File: src/rtl/warp_scheduler_pkg.sv
// Shared types and constants for the warp scheduler and its FIFO.
package warp_scheduler_pkg;

   localparam int unsigned THREAD_COUNT = 8;
   localparam int unsigned TC_W         = $clog2(THREAD_COUNT + 1);
   localparam int unsigned WID_W        = 4;
   localparam int unsigned PC_W         = 32;

   localparam logic [WID_W-1:0] NO_WARP = 4'hF;

   typedef struct packed {
      logic [WID_W-1:0] warp_id;
      logic [PC_W-1:0]  start_pc;
      logic [TC_W-1:0]  thread_count;
   } kernel_t;

   typedef enum logic [1:0] {
      IDLE  = 2'd0,
      RUN   = 2'd1,
      DRAIN = 2'd2
   } core_state_e;

   // Clamp a descriptor's thread count to what a core can run.
   function automatic kernel_t saturate_tc(kernel_t k);
      kernel_t r;
      r = k;
      if (k.thread_count > TC_W'(THREAD_COUNT)) r.thread_count = TC_W'(THREAD_COUNT);
      return r;
   endfunction

endpackage

File: src/rtl/warp_scheduler_if.sv
// Host launch and core-array signals of the warp scheduler.
interface warp_scheduler_if
   import warp_scheduler_pkg::*;
#(
   parameter int unsigned NUM_CORES = 2
) ();

   logic                           submit_valid;
   kernel_t                        submit_kernel;
   logic                           submit_ready;
   kernel_t [NUM_CORES-1:0]        core_kernel_out;
   logic [NUM_CORES-1:0]           core_clear;
   logic [NUM_CORES-1:0]           core_finished_in;
   logic [NUM_CORES-1:0][WID_W-1:0] core_finished_warp_id_in;
   logic                           done_valid;
   logic [WID_W-1:0]               done_warp_id;
   logic                           err_zero;
   logic                           all_idle;

   modport master (
      output submit_valid, submit_kernel, core_finished_in, core_finished_warp_id_in,
      input  submit_ready, core_kernel_out, core_clear, done_valid, done_warp_id,
             err_zero, all_idle
   );

   modport slave (
      input  submit_valid, submit_kernel, core_finished_in, core_finished_warp_id_in,
      output submit_ready, core_kernel_out, core_clear, done_valid, done_warp_id,
             err_zero, all_idle
   );

endinterface

File: src/rtl/kernel_fifo.sv
// Show-ahead synchronous FIFO of warp descriptors.
module kernel_fifo
   import warp_scheduler_pkg::*;
#(
   parameter  int unsigned DEPTH = 8,
   localparam int unsigned PTR_W = $clog2(DEPTH),
   localparam int unsigned CNT_W = PTR_W + 1
) (
   input  logic    clk,
   input  logic    rst,
   input  logic    wr_en,
   input  kernel_t wr_data,
   input  logic    rd_en,
   output kernel_t rd_data,
   output logic    full,
   output logic    empty
);

   kernel_t          mem [DEPTH];
   logic [PTR_W-1:0] wr_ptr;
   logic [PTR_W-1:0] rd_ptr;
   logic [CNT_W-1:0] count;
   logic             do_wr;
   logic             do_rd;

   assign full    = (count == CNT_W'(DEPTH));
   assign empty   = (count == '0);
   assign do_wr   = wr_en && !full;
   assign do_rd   = rd_en && !empty;
   assign rd_data = mem[rd_ptr];

   // Storage array; contents are don't-care until written.
   always_ff @(posedge clk) begin
      if (do_wr) mem[wr_ptr] <= wr_data;
   end

   // Pointers wrap naturally; count tracks simultaneous push/pop.
   always_ff @(posedge clk or negedge rst) begin
      if (!rst) begin
         wr_ptr <= '0;
         rd_ptr <= '0;
         count  <= '0;
      end else begin
         if (do_wr) wr_ptr <= wr_ptr + PTR_W'(1);
         if (do_rd) rd_ptr <= rd_ptr + PTR_W'(1);
         case ({do_wr, do_rd})
            2'b10:   count <= count + CNT_W'(1);
            2'b01:   count <= count - CNT_W'(1);
            default: count <= count;
         endcase
      end
   end

endmodule

File: src/rtl/warp_scheduler.sv
// Queues warp descriptors and dispatches/retires them across a core array.
module warp_scheduler
   import warp_scheduler_pkg::*;
#(
   parameter int unsigned NUM_CORES   = 2,
   parameter int unsigned QUEUE_DEPTH = 8
) (
   input logic              clk,
   input logic              rst,
   warp_scheduler_if.slave  bus
);

   localparam int unsigned RR_W = (NUM_CORES > 1) ? $clog2(NUM_CORES) : 1;

   core_state_e             state_q [NUM_CORES];
   core_state_e             state_d [NUM_CORES];
   kernel_t [NUM_CORES-1:0] kernel_q, kernel_d;
   logic [NUM_CORES-1:0]    clear_q, clear_d;
   logic [NUM_CORES-1:0]    grant_vec, retire_vec;
   logic [RR_W-1:0]         rr_q, rr_d;
   logic                    done_valid_q, done_valid_d;
   logic [WID_W-1:0]        done_id_q, done_id_d;
   logic                    err_q;
   logic                    cores_idle;

   logic    fifo_full, fifo_empty, fifo_wr, fifo_rd;
   kernel_t fifo_rdata;
   logic    submit_acc, submit_zero;

   assign submit_acc  = bus.submit_valid && !fifo_full;
   assign submit_zero = (bus.submit_kernel.thread_count == '0);
   assign fifo_wr     = submit_acc && !submit_zero;
   assign fifo_rd     = |grant_vec;

   kernel_fifo #(.DEPTH(QUEUE_DEPTH)) u_fifo (
      .clk     (clk),
      .rst     (rst),
      .wr_en   (fifo_wr),
      .wr_data (saturate_tc(bus.submit_kernel)),
      .rd_en   (fifo_rd),
      .rd_data (fifo_rdata),
      .full    (fifo_full),
      .empty   (fifo_empty)
   );

   // Retire: lowest-index RUN core with matching finish. Dispatch: round-robin over IDLE cores.
   always_comb begin
      logic found_r;
      logic found_g;
      grant_vec  = '0;
      retire_vec = '0;
      rr_d       = rr_q;
      found_r    = 1'b0;
      found_g    = 1'b0;
      for (int unsigned c = 0; c < NUM_CORES; c++) begin
         if (!found_r && state_q[c] == RUN && bus.core_finished_in[c] &&
             bus.core_finished_warp_id_in[c] == kernel_q[c].warp_id) begin
            retire_vec[c] = 1'b1;
            found_r       = 1'b1;
         end
      end
      if (!fifo_empty) begin
         for (int unsigned c = 0; c < NUM_CORES; c++) begin
            if (!found_g && c >= 32'(rr_q) && state_q[c] == IDLE) begin
               grant_vec[c] = 1'b1;
               found_g      = 1'b1;
               rr_d         = (c == NUM_CORES - 1) ? '0 : RR_W'(c + 1);
            end
         end
         for (int unsigned c = 0; c < NUM_CORES; c++) begin
            if (!found_g && state_q[c] == IDLE) begin
               grant_vec[c] = 1'b1;
               found_g      = 1'b1;
               rr_d         = (c == NUM_CORES - 1) ? '0 : RR_W'(c + 1);
            end
         end
      end
   end

   // Per-core state and round-robin pointer registers.
   always_ff @(posedge clk or negedge rst) begin
      if (!rst) begin
         for (int unsigned c = 0; c < NUM_CORES; c++) state_q[c] <= IDLE;
         rr_q <= '0;
      end else begin
         state_q <= state_d;
         rr_q    <= rr_d;
      end
   end

   // Per-core next state: IDLE -> RUN on grant, RUN -> DRAIN on retire, DRAIN lasts one cycle.
   always_comb begin
      state_d = state_q;
      for (int unsigned c = 0; c < NUM_CORES; c++) begin
         case (state_q[c])
            IDLE:    if (grant_vec[c])  state_d[c] = RUN;
            RUN:     if (retire_vec[c]) state_d[c] = DRAIN;
            DRAIN:   state_d[c] = IDLE;
            default: state_d[c] = IDLE;
         endcase
      end
   end

   // Next values of the registered outputs driven by grant/retire events.
   always_comb begin
      kernel_d     = kernel_q;
      clear_d      = '0;
      done_valid_d = 1'b0;
      done_id_d    = done_id_q;
      for (int unsigned c = 0; c < NUM_CORES; c++) begin
         if (grant_vec[c]) kernel_d[c] = fifo_rdata;
         if (retire_vec[c]) begin
            kernel_d[c]  = '0;
            clear_d[c]   = 1'b1;
            done_valid_d = 1'b1;
            done_id_d    = kernel_q[c].warp_id;
         end
      end
   end

   // Output registers; a zero-thread submission flags an error one cycle later.
   always_ff @(posedge clk or negedge rst) begin
      if (!rst) begin
         kernel_q     <= '0;
         clear_q      <= '0;
         done_valid_q <= 1'b0;
         done_id_q    <= NO_WARP;
         err_q        <= 1'b0;
      end else begin
         kernel_q     <= kernel_d;
         clear_q      <= clear_d;
         done_valid_q <= done_valid_d;
         done_id_q    <= done_id_d;
         err_q        <= submit_acc && submit_zero;
      end
   end

   // Every core parked in IDLE.
   always_comb begin
      cores_idle = 1'b1;
      for (int unsigned c = 0; c < NUM_CORES; c++) begin
         if (state_q[c] != IDLE) cores_idle = 1'b0;
      end
   end

   assign bus.submit_ready    = !fifo_full;
   assign bus.core_kernel_out = kernel_q;
   assign bus.core_clear      = clear_q;
   assign bus.done_valid      = done_valid_q;
   assign bus.done_warp_id    = done_id_q;
   assign bus.err_zero        = err_q;
   assign bus.all_idle        = fifo_empty && cores_idle;

endmodule

File: src/flat_wrapper.sv
// flat-port wrapper written by rule: the top's interface ports become plain ports
module warp_scheduler_flat import warp_scheduler_pkg::*;
#(
   parameter int unsigned NUM_CORES   = 2,
   parameter int unsigned QUEUE_DEPTH = 8
)
  (clk, rst, bus_submit_valid, bus_submit_kernel, bus_core_finished_in, bus_core_finished_warp_id_in, bus_submit_ready, bus_core_kernel_out, bus_core_clear, bus_done_valid, bus_done_warp_id, bus_err_zero, bus_all_idle);
  warp_scheduler_if #(.NUM_CORES(NUM_CORES)) bus_i ();
  input logic clk;
  input logic rst;
  input wire logic [$bits(bus_i.submit_valid)-1:0] bus_submit_valid;
  input wire logic [$bits(bus_i.submit_kernel)-1:0] bus_submit_kernel;
  input wire logic [$bits(bus_i.core_finished_in)-1:0] bus_core_finished_in;
  input wire logic [$bits(bus_i.core_finished_warp_id_in)-1:0] bus_core_finished_warp_id_in;
  output wire logic [$bits(bus_i.submit_ready)-1:0] bus_submit_ready;
  output wire logic [$bits(bus_i.core_kernel_out)-1:0] bus_core_kernel_out;
  output wire logic [$bits(bus_i.core_clear)-1:0] bus_core_clear;
  output wire logic [$bits(bus_i.done_valid)-1:0] bus_done_valid;
  output wire logic [$bits(bus_i.done_warp_id)-1:0] bus_done_warp_id;
  output wire logic [$bits(bus_i.err_zero)-1:0] bus_err_zero;
  output wire logic [$bits(bus_i.all_idle)-1:0] bus_all_idle;
  assign bus_i.submit_valid = bus_submit_valid;
  assign bus_i.submit_kernel = bus_submit_kernel;
  assign bus_i.core_finished_in = bus_core_finished_in;
  assign bus_i.core_finished_warp_id_in = bus_core_finished_warp_id_in;
  assign bus_submit_ready = bus_i.submit_ready;
  assign bus_core_kernel_out = bus_i.core_kernel_out;
  assign bus_core_clear = bus_i.core_clear;
  assign bus_done_valid = bus_i.done_valid;
  assign bus_done_warp_id = bus_i.done_warp_id;
  assign bus_err_zero = bus_i.err_zero;
  assign bus_all_idle = bus_i.all_idle;
  warp_scheduler #(.NUM_CORES(NUM_CORES), .QUEUE_DEPTH(QUEUE_DEPTH)) u_core (.clk(clk), .rst(rst), .bus(bus_i));
endmodule
File: config.mk
export PLATFORM = sky130hd
export DESIGN_NAME = warp_scheduler_flat
export DESIGN_NICKNAME = d
export VERILOG_FILES = /design/src/rtl/warp_scheduler_pkg.sv /design/src/rtl/warp_scheduler_if.sv /design/src/rtl/kernel_fifo.sv /design/src/rtl/warp_scheduler.sv /design/src/flat_wrapper.sv
export SDC_FILE = /design/constraint.sdc
export NUM_CORES = 1
export LEC_CHECK = 0
export BUFFER_PORTS_ARGS = -buffer_cell sky130_fd_sc_hd__buf_2
export CAP_MARGIN = 15
export CORE_MARGIN = 3
export CORE_UTILIZATION = 55
export CTS_BUF_LIST = sky130_fd_sc_hd__clkbuf_16
export DETAILED_ROUTE_END_ITERATION = 6
export PLACE_DENSITY = 0.82
export SLEW_MARGIN = 15
export SYNTH_ARGS = -nofsm -noshare
export SYNTH_HDL_FRONTEND = slang
export SYNTH_SLANG_ARGS = --single-unit
File: constraint.sdc
create_clock -name clk -period 4.8 [get_ports clk]
set_input_delay 0.24 -clock clk [delete_from_list [all_inputs] [get_ports clk]]
set_output_delay 0.24 -clock clk [all_outputs]
set_load 0.01 [all_outputs]
==> results.txt, run 1 <==
Core area - 29100 sq um
Num CTS Buffers - 42
Synth Warn # - 0
Synthesized Nets - 882
Sequential share of power - 0.438
Residual DRC - 0
Total Power - 12.5 mW
Delay-heaviest family, CP - simple AND/OR/NAND/NOR gates
RSZ-0062 raised after global routing - false
Setup crit end kind - flop
Total track usage - 0.230
Yosys reg bits - 423
Number of synthesized flops with an enable pin - 320
Final net count - 1079
Final setup viols - 0
Reg area - 12200 sq um
HP Class - in -> reg
Fin crit share - 0.601
Relative slew slack - 0.273
Clock share of power - 0.262
Fin. Hold Viols - 0
Top_reg_cell synth - edfxtp_1
Sw power - 4.06 mW
Switch share - 0.325
First-pass GRT wire length - 54.7 mm
Max Cap Viol - 0
Mapped Cells - 823
Boundary Pins - 143
Clk sinks - 423
Post-synth top area share - 0.584
Die area - 32000 sq um
GR Overflow Total - 0
Die H - 179 um
Gr busiest metal - met2
CP Buf/Inv Count - 1
Via count - 8701
Finished layout cell area - 19400 sq um
Synth cell count leaders - edfxtp_1, dfrtp_1, mux4_2
Worst slew pin tran - 1.09 ns
Iteration count of the initial detailed-routing pass - 4
Vias per cell - 6.05
Sequential element share of the synthesized area - 0.741
Post-Synthesis Cell Area - 16400 sq um
Mean Syn Cell Area - 20.0 sq um
GR Layer Usage met2 - 0.380
Synth area leader - edfxtp_1
Slowest CP cell - nor2_4
Worst EP required - 5.03 ns
CTS tree - done
Worst R2R Setup Slack - 1.92 ns
Slowest stage delay, CP - 0.91 ns
Clock buffer depth - 3
Most instantiated library cell after synthesis - edfxtp_1
Synth async-reset ratio - 0.243
Pint - 8.41 mW
Max FO, Critical Path - 27
CP cell instances - or4b_1, and3_1, nand2b_1, nor2_4, buf_4
PwrDens - 644 nW/um^2
Antenna-violating nets left - 0
Static Leak - 6.98 nW
HPWL Detailed - 20.1 mm
Share of cells above drive strength 1 - 0.348
Post-synth cell types - 50
Outcome - completed
Peak supply drop - 0.000381 V
Setup Buffers After CTS - 0
Fmax achieved - 347 MHz
Dominant cells by area after synthesis - edfxtp_1, dfrtp_1, mux4_2, a211oi_2, mux2i_1
Met3 usage in global routing - 0.0407
Routability-driven placement congestion ratio - 0.790
Horiz. Die Dim - 179 um
Vias in the first global route - 9072
Initial antenna violation count - 3
Starting Density - 0.565
Area grow syn2layout - 17.7%
H-tree lvl count - 2
WL final - 35.6 mm
Port Buf Inserts - 142
GR Util met1 - 0.319
Number of DRC markers in iteration 0 - 728
Combinational power share - 0.300
Area of placed instances - 17600 sq um
FILL cells - 1891
Final Skew - 0.0161 ns
Wire per inst - 24.8 um
Rows - 62
CTS clock-pin slew for the worst setup and hold paths - 0.06 ns
Setup CP Type - reg -> reg
Clock Root Buffer - clkbuf_16
Critical path arrival - 3.12 ns
Worst skew pair latency - 0.55 ns
Final Max Slew Viols - 0
Multi-input logic area - 4030 sq um
Setup TNS Final - 0 ns
Tmin final - 2.88 ns
Largest net degree at the start of global routing - 77
CP startpoint kind - flop
[layer usage]
metal  up-vias  routed length, um
met5         -                 31
met4         4                791
met3        80               2290
met2       349              18000
met1      4556              14500
li1       3712                  -
[worst register-to-register path, cell delays in order (launching register included)]
cell and delay (ns):
dfrtp_1 0.48, or4b_1 0.23, and3_1 0.28, nand2b_1 0.26, nor2_4 0.91, buf_4 0.40
[worst paths after layout]
check	from	to	depth (start not counted)
worst max-delay path	u_core.u_fifo.count[0]$_DFFE_PN0P_	u_core.u_fifo.mem[4][23]$_DFFE_PP_	5
worst min-delay path	bus_submit_kernel[1]	u_core.bus.err_zero$_DFF_PN0_	3
worst max register to register	u_core.u_fifo.count[0]$_DFFE_PN0P_	u_core.u_fifo.mem[4][23]$_DFFE_PP_	5
worst min register to register	u_core.bus.core_kernel_out[35]$_DFFE_PN0P_	u_core.bus.core_kernel_out[35]$_DFFE_PN0P_	1
max in group asynchronous	rst	u_core.u_fifo.rd_ptr[1]$_DFFE_PN0P_	3
min in group asynchronous	rst	u_core.bus.core_kernel_out[2]$_DFFE_PN0P_	2
[layout make-up]
class	instances	share of cell area
multi-input cells	347	0.208
clock buffers	42	0.0543
well taps	384	0.0248
diodes	1	0.000129
flip-flops and latches	423	0.630
repair buffers	199	0.0638
clock inverters	34	0.0171
inverters	7	0.00136
[registers in the layout (all words and copies together), names as in the netlist]
signal / cells
u_core.u_fifo.mem: 320
u_core.bus.core_kernel_out: 80
u_core.bus.done_warp_id: 4
u_core.state_q: 4
u_core.u_fifo.count: 4
u_core.u_fifo.rd_ptr: 3
u_core.u_fifo.wr_ptr: 3
u_core.bus.core_clear: 2
u_core.bus.done_valid: 1
u_core.bus.err_zero: 1
u_core.rr_q: 1
[power by group through the flow]
| stage | logic [mW] | clock network [mW] | registers (mW) |
|---|---|---|---|
| 6_report | 3.74 | 3.27 | 5.46 |
| 5_1_grt | 4.04 | 3.46 | 5.56 |
| 4_1_cts | 3.79 | 3.32 | 5.47 |
| 3_5_place_dp | 3.69 | 0 | 5.51 |
| 3_3_place_gp | 3.58 | 0 | 5.49 |
| 2_1_floorplan | 2.68 | 0 | 5.32 |
[cell usage in the layout (no fill, tap or decap), types with 3 or more instances in the layout]
| cell | n |
|---|---|
| buf_4 | 20 |
| xor2_1 | 3 |
| a211oi_2 | 39 |
| and3_1 | 4 |
| nand3_1 | 5 |
| dlygate4sd3_1 | 38 |
| dfstp_2 | 4 |
| nand2_1 | 13 |
| nor3_1 | 5 |
| clkbuf_16 | 42 |
| a21oi_1 | 3 |
| inv_1 | 14 |
| mux2i_1 | 42 |
| o21ai_0 | 5 |
| nor2b_1 | 4 |
| a31oi_1 | 3 |
| clkinv_1 | 6 |
| bufinv_16 | 5 |
| dfrtp_1 | 96 |
| nor2_1 | 47 |
| nor2_4 | 6 |
| o2bb2ai_1 | 40 |
| edfxtp_1 | 320 |
| ha_1 | 5 |
| nand2b_1 | 3 |
| mux4_2 | 80 |
| xnor2_1 | 12 |
| buf_2 | 141 |
| clkinv_2 | 8 |
[through the flow]
stage,hold WS (ns),worst slack [ns],util,instances
2_1_floorplan,-0.0556,0.522,-,823
3_3_place_gp,0.265,2.05,0.605,1322
3_5_place_dp,0.270,1.94,0.605,1322
4_1_cts,0.0337,1.89,0.666,1436
5_1_grt,0.0478,1.75,0.666,1437
6_report,0.0519,1.92,0.666,1437
[cells by family (layout without fill, tap and decap cells)]
family,after synthesis,after routing,synth area share
AO/OA/AOI/OAI,102,102,0.0612
XOR/XNOR,15,15,0.00799
adder cells (fa/ha/maj),6,6,0.00502
buffers and inverters,53,282,0.0174
flip-flops,423,423,0.741
multiplexers,123,123,0.136
other,0,1,0
AND/OR/NAND/NOR,101,101,0.0312
[repair_timing]
action	CTS	global route
resized for setup	0	0
hold endpoints to repair	327	0
hold buffers	38	0
No activity file was read; power rests on OpenSTA's default activity.
==> inputs of run 2 (changes only) <==
Settings changed: ABC_AREA set to 1.
Clock period 4.8 ns to 2.98 ns, I/O delays scaled along.
==> results.txt, run 2 <==
Synth cell count leaders - nand2_1, edfxtp_1, nand3_1
Boundary Pins - 143
Dpl ws - 0.826 ns
Dominant cells by area after synthesis - edfxtp_1, dfrtp_1, nand2_1, nand3_1, nor2_1
Reg2reg end - u_core.bus.core_kernel_out[78]$_DFFE_PN0P_
Sw power - 8.03 mW
Worst R2R Start - u_core.u_fifo.rd_ptr[0]$_DFFE_PN0P_
Sequential element share of the synthesized area - 0.707
Sequential share of power - 0.402
Number of flip-flops in the largest register - 320
Post-synth cell types - 31
Final setup viols - 0
Die area - 33500 sq um
# resized after CTS - 0
Largest net degree at the start of global routing - 162
Worst hold endpoint - u_core.bus.done_valid$_DFF_PN0_
Worst R2R Setup Slack - 0.78 ns
Post-Synthesis Cell Area - 17200 sq um
Mapped Cells - 1581
CTS Hold Bufs - 40
Num CTS Buffers - 42
Relative slew slack - 0.300
Max FO, Critical Path - 49
Most frequent cells in the layout - nand2_1, edfxtp_1, nand3_1
Total track usage - 0.252
Clock Root Buffer - clkbuf_16
First-pass GRT wire length - 66.7 mm
Fin crit share - 0.737
HPWL Detailed - 24.1 mm
Tmin final - 2.20 ns
Die H - 183 um
Final core utilization - 0.653
Wire per inst - 19.4 um
Port Buf Inserts - 142
Total Power - 20.9 mW
Horiz. Die Dim - 183 um
Combinational power share - 0.354
Clock share of power - 0.244
CTS clock-pin slew for the worst setup and hold paths - 0.06 ns
Vias in the first global route - 12400
Antenna-violating nets left - 0
Initial antenna violation count - 1
Final Max Slew Viols - 0
Synth area leader - edfxtp_1
Worst Slack Setup Final - 0.784 ns
HP Class - in -> reg
Number of DRC markers in iteration 0 - 1437
Cell count of the worst reg-to-reg path - 8
Critical path arrival - 2.66 ns
Static Leak - 8.60 nW
FILL cells - 2174
Fmax achieved - 455 MHz
RSZ-0062 raised after global routing - false
Starting Density - 0.561
Most instantiated library cell after synthesis - nand2_1
Core area - 30700 sq um
Max Cap Viol - 0
Via count - 12400
Worst slew pin tran - 1.05 ns
Rows - 64
GR Util met1 - 0.337
Synth async-reset ratio - 0.243
Worst skew pair latency - 0.56 ns
Final net count - 1811
Min-delay src - bus_core_finished_warp_id_in[6]
Synthesized Nets - 1640
Diode count - 0
Multi-input logic area - 4340 sq um
Iteration count of the initial detailed-routing pass - 7
Setup Buffers After CTS - 0
Setup CP Type - reg -> reg
Met3 usage in global routing - 0.0458
Switch share - 0.384
Outcome - completed
Worst Hold Depth - 4
Residual DRC - 0
Mean Syn Cell Area - 10.9 sq um
WL final - 42.3 mm
Reg area - 12200 sq um
Fin. Hold Viols - 0
Pint - 12.9 mW
GR Layer Usage met2 - 0.415
Number of synthesized flops with an enable pin - 320
Routability-driven placement congestion ratio - 0.836
Area grow syn2layout - 16.4%
GR Overflow Total - 0
Share of cells above drive strength 1 - 0.146
Setup crit end kind - flop
Most common cell after layout, fill and taps aside - nand2_1
Yosys reg bits - 423
Clock buffer depth - 3
PwrDens - 1040 nW/um^2
Synth Warn # - 0
Final Skew - 0.0248 ns
Clk sinks - 423
Peak supply drop - 0.000938 V
Post-synth top area share - 0.557
CTS tree - done
Biggest register - u_core.u_fifo.mem
Worst EP required - 3.45 ns
Top_reg_cell synth - edfxtp_1
Gr busiest metal - met2
H-tree lvl count - 2
Vias per cell - 5.68
CP startpoint kind - flop
-- run 2: worst max-delay path: stages, from the launching register on --
cell,delay [ns]
dfrtp_4,0.50
inv_4,0.31
buf_4,0.52
nand2_1,0.11
nand3_1,0.11
nand2_1,0.08
o21ai_1,0.28
nor2_1,0.07
nor2_1,0.12
-- run 2: metrics by stage --
step           area (sq um)  hold WS, ns  setup TNS, ns  std cells
2_1_floorplan         17300       -0.147         -32.32       1581
3_5_place_dp          18300        0.343              0       2064
6_report              20100       0.0708              0       2182
4_1_cts               20100       0.0585              0       2182
3_3_place_gp          18300        0.337              0       2064
5_1_grt               20100        0.108              0       2182
-- run 2: how the worst max path moves through the flow --
| stage | startpoint | end | slack, ns | cells past startpoint |
|---|---|---|---|---|
| after floorplan | u_core.u_fifo.count[0]$_DFFE_PN0P_ | u_core.u_fifo.mem[0][0]$_DFFE_PP_ | -0.20 | 5 |
| after global placement | u_core.u_fifo.rd_ptr[0]$_DFFE_PN0P_ | u_core.bus.core_kernel_out[38]$_DFFE_PN0P_ | 0.89 | 8 |
| after detailed placement | u_core.u_fifo.count[3]$_DFFE_PN0P_ | u_core.u_fifo.count[3]$_DFFE_PN0P_ | 0.83 | 11 |
| after CTS | u_core.u_fifo.rd_ptr[0]$_DFFE_PN0P_ | u_core.bus.core_kernel_out[78]$_DFFE_PN0P_ | 0.80 | 8 |
| after global routing | u_core.u_fifo.count[3]$_DFFE_PN0P_ | u_core.u_fifo.count[3]$_DFFE_PN0P_ | 0.56 | 11 |
| final | u_core.u_fifo.rd_ptr[0]$_DFFE_PN0P_ | u_core.bus.core_kernel_out[78]$_DFFE_PN0P_ | 0.78 | 8 |
-- run 2: logic make-up after synthesis --
logic type,share of synthesized area
AOI/OAI and AO/OA,0.0156
xor gates and xnor gates,0.00355
adders and majority gates,0.00479
buffers and inverters,0.0458
DFF,0.707
and+or+nand+nor,0.223
-- run 2: final cells by class --
cell class,count,area share
clock inverters,36,0.0139
clock buffers,42,0.0524
well taps,396,0.0247
multi-input cells,998,0.216
inverters,73,0.0138
repair buffers,214,0.0712
flip-flops and latches,423,0.608
-- run 2: routing by layer --
layer  vias up  wire length (um)  part of all wire
met3       148              3810             0.090
li1       5632                 -                 -
met2       708             20400              0.48
met4         2              1620             0.038
met5         -                13           0.00031
met1      5905             16500              0.39
-- run 2: power groups by stage --
stage / sequential, mW / combinational (mW) / clock [mW]
after floorplan: 8.53 / 4.80 / 0
after global placement: 8.42 / 6.93 / 0
after detailed placement: 8.46 / 7.18 / 0
after CTS: 8.37 / 7.35 / 5.12
after global routing: 8.50 / 8.24 / 5.40
final: 8.40 / 7.40 / 5.09
==> inputs of run 3 (changes only) <==
Settings changed: ABC_AREA 1 to 0.
Clock period 2.98 ns to 2.3 ns, I/O delays scaled along.
==> results.txt, run 3 (same netlist as run 1, synthesis figures left out) <==
WL final - 38.7 mm
Biggest register - u_core.u_fifo.mem
Share of cells above drive strength 1 - 0.393
Final setup viols - 1
RSZ-0062 raised after global routing - true
HP Class - in -> reg
H-tree lvl count - 2
Residual DRC - 0
Outcome - finished with violations
Critical path arrival - 2.87 ns
Rows - 62
CP startpoint kind - flop
Horiz. Die Dim - 179 um
Fin crit share - 1.06
HPWL Detailed - 21.4 mm
Final Skew - 0.0114 ns
Most frequent cells in the layout - edfxtp_1, buf_2, dfrtp_1
Max FO, Critical Path - 3
Crit. Startpoint - u_core.u_fifo.count[0]$_DFFE_PN0P_
Vias per cell - 6.10
Num CTS Buffers - 42
Relative slew slack - 0.580
Boundary Pins - 143
PwrDens - 1340 nW/um^2
Static Leak - 7.35 nW
Area grow syn2layout - 22.4%
Port Buf Inserts - 142
Number of DRC markers in iteration 0 - 827
Failing checks - negative setup slack
Die H - 179 um
Worst EP required - 2.74 ns
Setup crit end kind - flop
Max Cap Viol - 0
Worst skew pair latency - 0.53 ns
Via count - 9145
Clock Root Buffer - clkbuf_16
Initial antenna violation count - 1
Most common cell after layout, fill and taps aside - edfxtp_1
Final Max Slew Viols - 0
Number of flip-flops in the largest register - 320
Antenna-violating nets left - 0
Final core utilization - 0.692
Peak supply drop - 0.000915 V
Starting Density - 0.565
GR Overflow Total - 0
CTS tree - done
Fin. Hold Viols - 0
Worst hold slack - 0.0598 ns
Vias in the first global route - 9406
DP Cell Count - 1361
Finished Layout Cells - 1498
CTS clock-pin slew for the worst setup and hold paths - 0.06 ns
Worst R2R Start - u_core.u_fifo.count[0]$_DFFE_PN0P_
Wire per inst - 25.8 um
Routability-driven placement congestion ratio - 0.818
Fmax achieved - 410 MHz
Reg2reg end - u_core.u_fifo.count[3]$_DFFE_PN0P_
Largest net degree at the start of global routing - 47
Dpl ws - -0.121 ns
Worst setup path endpoint - u_core.u_fifo.count[3]$_DFFE_PN0P_
Worst slew pin tran - 0.631 ns
Worst R2R Setup Slack - -0.14 ns
Setup TNS Final - -0.139 ns
Clock buffer depth - 3
Tmin final - 2.44 ns
Final net count - 1139
Total Power - 26.9 mW
Setup CP Type - reg -> reg
Cell count of the worst reg-to-reg path - 9
Area of placed instances - 18200 sq um
Die area - 32000 sq um
Clk sinks - 423
Total track usage - 0.242
First-pass GRT wire length - 58.0 mm
Core area - 29100 sq um
Iteration count of the initial detailed-routing pass - 5
Worst Slack Setup Final - -0.139 ns
Finished layout cell area - 20100 sq um
[run 3: repair_timing]
item / CTS / global route
gates resized for setup: 8 / 4
pin swaps: 9 / 7
hold buffers: 41 / 0
hold endpoints to repair: 342 / 0
endpoints found under the setup margin: 14 / 126
setup buffers: 4 / 14
[run 3: area by class of cell]
type / count / area, sq um
clock buffers: 43 / 1080
clock inverters: 34 / 218
fillers: 1734 / 8960
flip-flops and latches: 423 / 12200
repair buffers: 259 / 1960
multi-input cells: 347 / 4160
well taps: 384 / 480
inverters: 7 / 28.8
diodes: 1 / 2.50
[run 3: how the worst min path moves through the flow]
| stage | endpoint | cells after the start | start | slack [ns] |
|---|---|---|---|---|
| 2_1_floorplan | u_core.bus.core_clear[0]$_DFF_PN0_ | 0 | rst | -0.18 |
| 3_3_place_gp | u_core.bus.err_zero$_DFF_PN0_ | 1 | rst | 0.17 |
| 3_5_place_dp | u_core.bus.err_zero$_DFF_PN0_ | 1 | rst | 0.17 |
| 4_1_cts | u_core.state_q[1]$_DFFE_PN0P_ | 4 | bus_core_finished_warp_id_in[7] | 0.04 |
| 5_1_grt | u_core.bus.done_warp_id[1]$_DFFE_PN1P_ | 4 | bus_core_finished_in[0] | 0.05 |
| 6_report | u_core.bus.done_warp_id[1]$_DFFE_PN1P_ | 4 | bus_core_finished_in[0] | 0.06 |
[run 3: where the power goes]
group          total (mW)  switching [mW]  internal [mW]
logic                9.57            5.15           4.42
registers            10.9           0.914           9.98
clock network        6.44            2.81           3.63
total                26.9            8.88           18.0
[run 3: worst max-delay path, stage by stage, from the launching register on]
cell and delay [ns]:
dfrtp_2 0.41, or4_4 0.57, nand2_4 0.09, o21ai_4 0.07
ha_4 0.17, buf_4 0.14, ha_4 0.22, a21oi_2 0.18
mux2i_2 0.33, xnor2_2 0.17
[run 3: layer usage]
| metal | global-route usage | part of all wire |
|---|---|---|
| met1 | 0.334 | 0.39 |
| met3 | 0.0438 | 0.065 |
| met5 | 0 | 0 |
| met2 | 0.406 | 0.52 |
| met4 | 0.0614 | 0.025 |
